**config.mk**
```make
export PLATFORM = sky130hd
export DESIGN_NAME = fixed_divider_flat
export DESIGN_NICKNAME = d
export VERILOG_FILES = /design/src/rtl/raycaster_div_pkg.sv /design/src/rtl/fixed_divider_if.sv /design/src/rtl/div_sign_sat.sv /design/src/rtl/fixed_divider.sv /design/src/flat_wrapper.sv
export SDC_FILE = /design/constraint.sdc
export NUM_CORES = 1
export LEC_CHECK = 0
export CAP_MARGIN = 20
export CORE_UTILIZATION = 30
export CTS_CLUSTER_DIAMETER = 40
export DETAILED_ROUTE_END_ITERATION = 12
export PLACE_DENSITY = 0.52
export SLEW_MARGIN = 0
export SYNTH_ARGS = -nofsm -noshare
export SYNTH_HDL_FRONTEND = slang
export SYNTH_SLANG_ARGS = --single-unit
export TNS_END_PERCENT = 20
```
**constraint.sdc**
```tcl
create_clock -name clk -period 13.2 [get_ports clk]
set_clock_uncertainty 0.05 [all_clocks]
set_input_delay 3.96 -clock clk [delete_from_list [all_inputs] [get_ports clk]]
set_output_delay 3.96 -clock clk [all_outputs]
set_load 0.02 [all_outputs]
```
**src/rtl/raycaster_div_pkg.sv**
```systemverilog
// rtl/raycaster_div_pkg.sv - shared types and Q-format constants for the ray setup divider
package raycaster_div_pkg;

  typedef enum logic [1:0] {
    IDLE = 2'd0,
    CALC = 2'd1,
    DONE = 2'd2
  } div_state_e;

  localparam int DIV_WIDTH = 32;
  localparam int DIV_FRAC  = 16;

  // Saturation rails of the default Q16.16 format, also used by the multiplier's consumers
  localparam logic [DIV_WIDTH-1:0] Q_MAX = {1'b0, {(DIV_WIDTH-1){1'b1}}};
  localparam logic [DIV_WIDTH-1:0] Q_MIN = {1'b1, {(DIV_WIDTH-1){1'b0}}};

endpackage

```
**src/rtl/fixed_divider_if.sv**
```systemverilog
// rtl/fixed_divider_if.sv - operand/result handshake bundle for fixed_divider
interface fixed_divider_if
  import raycaster_div_pkg::*;
#(
  parameter int WIDTH = DIV_WIDTH
) ();

  logic             in_valid;
  logic             in_ready;
  logic [WIDTH-1:0] a;
  logic [WIDTH-1:0] b;
  logic             out_valid;
  logic             out_ready;
  logic [WIDTH-1:0] q;
  logic             dbz;
  logic             ovf;

  modport master (
    output in_valid, a, b, out_ready,
    input  in_ready, out_valid, q, dbz, ovf
  );

  modport slave (
    input  in_valid, a, b, out_ready,
    output in_ready, out_valid, q, dbz, ovf
  );

endinterface

```
**src/rtl/div_sign_sat.sv**
```systemverilog
// rtl/div_sign_sat.sv - unsigned quotient magnitude to signed Q value with saturation
module div_sign_sat
  import raycaster_div_pkg::*;
#(
  parameter int WIDTH = DIV_WIDTH,
  parameter int MAG_W = DIV_WIDTH + DIV_FRAC
) (
  input  logic [MAG_W-1:0] mag_i,
  input  logic             neg_i,
  output logic [WIDTH-1:0] q_o,
  output logic             ovf_o
);

  // Negative side reaches one step further than the positive side
  localparam logic [MAG_W-1:0] POS_LIM = (MAG_W'(1) << (WIDTH-1)) - MAG_W'(1);
  localparam logic [MAG_W-1:0] NEG_LIM = MAG_W'(1) << (WIDTH-1);
  localparam logic [WIDTH-1:0] QMAX    = {1'b0, {(WIDTH-1){1'b1}}};
  localparam logic [WIDTH-1:0] QMIN    = {1'b1, {(WIDTH-1){1'b0}}};

  always_comb begin
    q_o   = '0;
    ovf_o = 1'b0;
    if (!neg_i) begin
      if (mag_i > POS_LIM) begin
        q_o   = QMAX;
        ovf_o = 1'b1;
      end else begin
        q_o = mag_i[WIDTH-1:0];
      end
    end else begin
      if (mag_i > NEG_LIM) begin
        q_o   = QMIN;
        ovf_o = 1'b1;
      end else begin
        q_o = -mag_i[WIDTH-1:0];
      end
    end
  end

endmodule

```
**src/rtl/fixed_divider.sv**
```systemverilog
// rtl/fixed_divider.sv - radix-2 restoring signed fixed-point divider, q = (a << FRAC) / b
module fixed_divider
  import raycaster_div_pkg::*;
#(
  parameter int WIDTH = DIV_WIDTH,
  parameter int FRAC  = DIV_FRAC
) (
  input  logic           clk,
  input  logic           rst_n,
  fixed_divider_if.slave bus
);

  localparam int N     = WIDTH + FRAC;
  localparam int CNT_W = $clog2(N);
  localparam logic [CNT_W-1:0] LAST = CNT_W'(N-1);
  localparam logic [WIDTH-1:0] QMAX = {1'b0, {(WIDTH-1){1'b1}}};
  localparam logic [WIDTH-1:0] QMIN = {1'b1, {(WIDTH-1){1'b0}}};

  div_state_e       state_q, state_d;
  logic [CNT_W-1:0] cnt_q, cnt_d;
  logic [WIDTH:0]   rem_q, rem_d;
  logic [N-1:0]     div_q, div_d;
  logic [N-1:0]     quo_q, quo_d;
  logic [WIDTH-1:0] bmag_q, bmag_d;
  logic             neg_q, neg_d;
  logic [WIDTH-1:0] q_q, q_d;
  logic             dbz_q, dbz_d;
  logic             ovf_q, ovf_d;

  logic [WIDTH-1:0] a_mag;
  logic [WIDTH-1:0] b_mag;
  logic [WIDTH:0]   rem_shift;
  logic             rem_ge;
  logic [WIDTH:0]   rem_next;
  logic [N-1:0]     quo_next;
  logic [WIDTH-1:0] sat_q;
  logic             sat_ovf;

  // Magnitudes are unsigned, so the most negative operand maps onto 2^(WIDTH-1) cleanly
  assign a_mag = bus.a[WIDTH-1] ? -bus.a : bus.a;
  assign b_mag = bus.b[WIDTH-1] ? -bus.b : bus.b;

  assign rem_shift = {rem_q[WIDTH-1:0], div_q[N-1]};
  assign rem_ge    = rem_shift >= {1'b0, bmag_q};
  assign rem_next  = rem_ge ? rem_shift - {1'b0, bmag_q} : rem_shift;
  assign quo_next  = {quo_q[N-2:0], rem_ge};

  // Fed with quo_next so the final quotient bit is folded in on the DONE-entry edge
  div_sign_sat #(
    .WIDTH (WIDTH),
    .MAG_W (N)
  ) u_sat (
    .mag_i (quo_next),
    .neg_i (neg_q),
    .q_o   (sat_q),
    .ovf_o (sat_ovf)
  );

  always_comb begin
    state_d = state_q;
    cnt_d   = cnt_q;
    rem_d   = rem_q;
    div_d   = div_q;
    quo_d   = quo_q;
    bmag_d  = bmag_q;
    neg_d   = neg_q;
    q_d     = q_q;
    dbz_d   = dbz_q;
    ovf_d   = ovf_q;
    case (state_q)
      IDLE: begin
        if (bus.in_valid) begin
          neg_d  = bus.a[WIDTH-1] ^ bus.b[WIDTH-1];
          bmag_d = b_mag;
          div_d  = N'(a_mag) << FRAC;
          rem_d  = '0;
          quo_d  = '0;
          cnt_d  = '0;
          ovf_d  = 1'b0;
          if (bus.b == '0) begin
            dbz_d   = 1'b1;
            q_d     = bus.a[WIDTH-1] ? QMIN : QMAX;
            state_d = DONE;
          end else begin
            dbz_d   = 1'b0;
            state_d = CALC;
          end
        end
      end
      CALC: begin
        rem_d = rem_next;
        div_d = div_q << 1;
        quo_d = quo_next;
        cnt_d = cnt_q + CNT_W'(1);
        if (cnt_q == LAST) begin
          cnt_d   = '0;
          q_d     = sat_q;
          ovf_d   = sat_ovf;
          state_d = DONE;
        end
      end
      DONE: begin
        if (bus.out_ready) begin
          state_d = IDLE;
        end
      end
      default: state_d = IDLE;
    endcase
  end

  always_ff @(posedge clk or negedge rst_n) begin
    if (!rst_n) begin
      state_q <= IDLE;
      cnt_q   <= '0;
      rem_q   <= '0;
      div_q   <= '0;
      quo_q   <= '0;
      bmag_q  <= '0;
      neg_q   <= 1'b0;
      q_q     <= '0;
      dbz_q   <= 1'b0;
      ovf_q   <= 1'b0;
    end else begin
      state_q <= state_d;
      cnt_q   <= cnt_d;
      rem_q   <= rem_d;
      div_q   <= div_d;
      quo_q   <= quo_d;
      bmag_q  <= bmag_d;
      neg_q   <= neg_d;
      q_q     <= q_d;
      dbz_q   <= dbz_d;
      ovf_q   <= ovf_d;
    end
  end

  assign bus.in_ready  = (state_q == IDLE);
  assign bus.out_valid = (state_q == DONE);
  assign bus.q         = q_q;
  assign bus.dbz       = dbz_q;
  assign bus.ovf       = ovf_q;

endmodule

```
**src/flat_wrapper.sv**
```systemverilog
// flat-port wrapper written by rule: the top's interface ports become plain ports
module fixed_divider_flat import raycaster_div_pkg::*;
#(
  parameter int WIDTH = DIV_WIDTH,
  parameter int FRAC  = DIV_FRAC
)
  (clk, rst_n, bus_in_valid, bus_a, bus_b, bus_out_ready, bus_in_ready, bus_out_valid, bus_q, bus_dbz, bus_ovf);
  fixed_divider_if #(.WIDTH(WIDTH)) bus_i ();
  input  logic clk;
  input  logic rst_n;
  input wire logic [$bits(bus_i.in_valid)-1:0] bus_in_valid;
  input wire logic [$bits(bus_i.a)-1:0] bus_a;
  input wire logic [$bits(bus_i.b)-1:0] bus_b;
  input wire logic [$bits(bus_i.out_ready)-1:0] bus_out_ready;
  output wire logic [$bits(bus_i.in_ready)-1:0] bus_in_ready;
  output wire logic [$bits(bus_i.out_valid)-1:0] bus_out_valid;
  output wire logic [$bits(bus_i.q)-1:0] bus_q;
  output wire logic [$bits(bus_i.dbz)-1:0] bus_dbz;
  output wire logic [$bits(bus_i.ovf)-1:0] bus_ovf;
  assign bus_i.in_valid = bus_in_valid;
  assign bus_i.a = bus_a;
  assign bus_i.b = bus_b;
  assign bus_i.out_ready = bus_out_ready;
  assign bus_in_ready = bus_i.in_ready;
  assign bus_out_valid = bus_i.out_valid;
  assign bus_q = bus_i.q;
  assign bus_dbz = bus_i.dbz;
  assign bus_ovf = bus_i.ovf;
  fixed_divider #(.WIDTH(WIDTH), .FRAC(FRAC)) u_core (.clk(clk), .rst_n(rst_n), .bus(bus_i));
endmodule
```
==> flow_summary.ini <==
[power]
leakage_nw = 5.71
peakVddDrop_mv = 0.133
power_density_nw_per_um2 = 260
power_mw = 3.53

[clock_tree]
cts-buffers-inserted = 17
clock-sinks = 186
root_buffer = clkbuf_16
cts_setup_buffers = 0
clock_path_buffers = 2
htree_levels = 4
clk-insertion-delay-late_ps = 440
cts_resized = 0
path_clk_slew_ps = 70
postCtsHoldBufs = 0
cts_tree = yes

[logic_synthesis]
synth.area.mux_share_pct = 0.971
synth-seq-area-share_pct = 40.6
synth_xor_area_share_pct = 7.33
synth_nets = 1414
synth_compound_area_share_pct = 25.5
syn_inst = 1309
synth_top_family_by_area = compound AO/OA/AOI/OAI gates
synth_edf_count = 0
synthAdderAreaFrac_pct = 4.10
yosys.area.top_type_share_pct = 40.6
synth-simple-area-share_pct = 16.6
synth_seq_cells = 186
synth_cell_types = 73
yosysTopAreaCell = dfrtp_1
yosysWarningCount = 0
async_reset_ff_share_pct = 100
ys.flop_type = dfrtp_1
synthTopCellsByArea = dfrtp_1 (41%), o21ai_0 (6.5%), nand2_1 (5.3%)
avgSynthCellArea_um2 = 8.76
syn_area_um2 = 11500

[run_status]
status = finished, final reports clean

[setup_path]
cp_slowest_stage_delay_ps = 630
worst_setup_path_end_kind = flip-flop
path_max_fanout = 25
crit_chain = clkdlybuf4s50_1 -> nor4_2 -> nand3_1 -> or4_1 -> nor3_1 -> a21bo_2 -> nand2_1 -> a2111oi_2 -> a311o_2
crit_type = in2reg
worstPathRequired_ps = 13530
start_kind = primary input
critPathBufInv = 1
cp_data_arrival_time_ps = 8150
crit_family = simple AND/OR/NAND/NOR gates
crit_slowest_cell = nor3_1

[timing]
maxClockFrequency_mhz = 128
period_minus_slack_ps = 7820
fin_ws_ps = 5380
totalNegativeSetupSlack_ps = 0
tightest_slew_ps = 964
hold_viol = 0
grt_setup_unrepaired = false
slew_viol_final = 0
setup_viol_count_final = 0
slew_headroom_pct = 35.8
min_period_over_period_pct = 59.2

[cells_and_area]
fin_nets = 1478
layout.cells.non_filler = 1897
fin_area_um2 = 13600
layout-drive-gt1-share_pct = 5.84
area_delta_synth_final_pct = 18.6
num_antenna_cells = 0

[global_route]
grtUsageTotal_pct = 17.2
grt_pass1_vias = 9695
grt_pass1_wl_um = 53400
overflow = 0
grt_max_degree = 117
antenna_found_initial = 0

[floorplan]
start_util_pct = 30.5
die_h_um = 198
dieArea_um2 = 39000
die_x_um = 198
rows = 71
io_pins = 104
core_um2 = 37700

[flow_run]
cap_violations = 0

[place]
pre_cts_ws_ps = 4930
placed_area_um2 = 13000
gp_congestion = 0.797
hpwl_um = 22200
portBuffers = 103
dpl.cell_count = 1864

[routing]
viasPerCell = 5.25
wl_per_cell_um = 17.1
dr.pass1.iters = 5
vias = 9952
drtIter0Drc = 824
routed_wl_um = 32400
antenna_left = 0
drc = 0

[hold_path]
hold_class = reg2reg
## path summary, 6_finish.rpt
check,start,to,slack (ps),cells after the start
setup / recovery,bus_b[3],u_core.bus.q[11],5380,9
hold / removal,u_core.bmag_q[12],u_core.bmag_q[12],430,2
setup reg to reg,u_core.bmag_q[6],u_core.bus.q[30],7500,19
hold reg to reg,u_core.bmag_q[12],u_core.bmag_q[12],430,2
max in group asynchronous,rst_n,u_core.rem_q[24],7940,2
min in group asynchronous,rst_n,u_core.bmag_q[6],3610,1
## metrics by stage
step	utilization, %	hold WS (ps)
final	36.1	429
after global placement	34.5	412
after detailed placement	34.5	420
after global routing	36.1	463
after floorplan	-	400
after CTS	36.1	436
## report_power, final
group | switching, mW | internal, mW | total (mW)
Clock | 0.258 | 0.275 | 0.533
Combinational | 1.25 | 0.823 | 2.07
Sequential | 0.147 | 0.782 | 0.928
## kinds of logic after synthesis
group / count (synthesis)
multiplexers: 11
XOR/XNOR: 96
AO/OA/AOI/OAI: 438
AND/OR/NAND/NOR: 393
buffers and inverters: 148
adder cells (fa/ha/maj): 37
flip-flops: 186
## Yosys cell counts, types with 17 or more instances
library cell / number
nor2_1: 61
xnor2_1: 49
o22ai_1: 20
inv_1: 72
a22o_1: 41
nand2_1: 162
dfrtp_1: 186
clkbuf_1: 69
nor3_1: 27
a21oi_1: 47
ha_1: 36
o31ai_1: 29
a22oi_1: 17
o21ai_0: 148
nand3_1: 29
xor2_1: 47
or3_1: 24
## registers in the layout, indices dropped and copies added, names as in the netlist
name / cells
u_core.bmag_q: 32
u_core.quo_q: 47
u_core.state_q: 2
u_core.div_q: 32
u_core.rem_q: 32
u_core.cnt_q: 6
u_core.neg_q: 1
u_core.bus.q: 32
u_core.bus.ovf: 1
u_core.bus.dbz: 1
## worst min-delay path: stages, from the launching register on
cell	delay, ps
dfrtp_1	340
nand2_1	50
o21ai_0	60
## layout by cell type, fill, tap and decap left out, drive strengths merged, types with 5 or more instances in the layout
master / count
a211oi: 13
a21o: 15
a21oi: 48
a22o: 41
a22oi: 17
a2bb2oi: 5
a32oi: 7
and2: 5
and3: 6
buf: 18
clkbuf: 20
clkdlybuf4s50: 102
clkinv: 6
dfrtp: 186
ha: 36
inv: 77
mux2i: 10
nand2: 163
nand2b: 14
nand3: 30
nand4: 11
nor2: 61
nor3: 29
nor4: 13
o211ai: 9
o21a: 5
o21ai: 158
o22a: 5
o22ai: 20
o311ai: 14
o31ai: 29
o41ai: 12
or2: 9
or3: 27
or4: 13
xnor2: 49
xor2: 47
## metal layers
layer	track usage [%]	up-vias	part of all wire, %
met4	4.54	0	1.1
met2	26.4	177	45
li1	-	4915	-
met1	25.2	4836	51
met5	0	-	0
met3	2.20	24	3.6
## cell type report
cell class / count / area (um^2)
repair buffers: 121 / 1170
fillers: 3921 / 24100
clock inverters: 13 / 156
multi-input cells: 975 / 6260
clock buffers: 19 / 443
well taps: 511 / 639
inverters: 72 / 270
flip-flops and latches: 186 / 4650
Power figures use the tool's default switching activity.
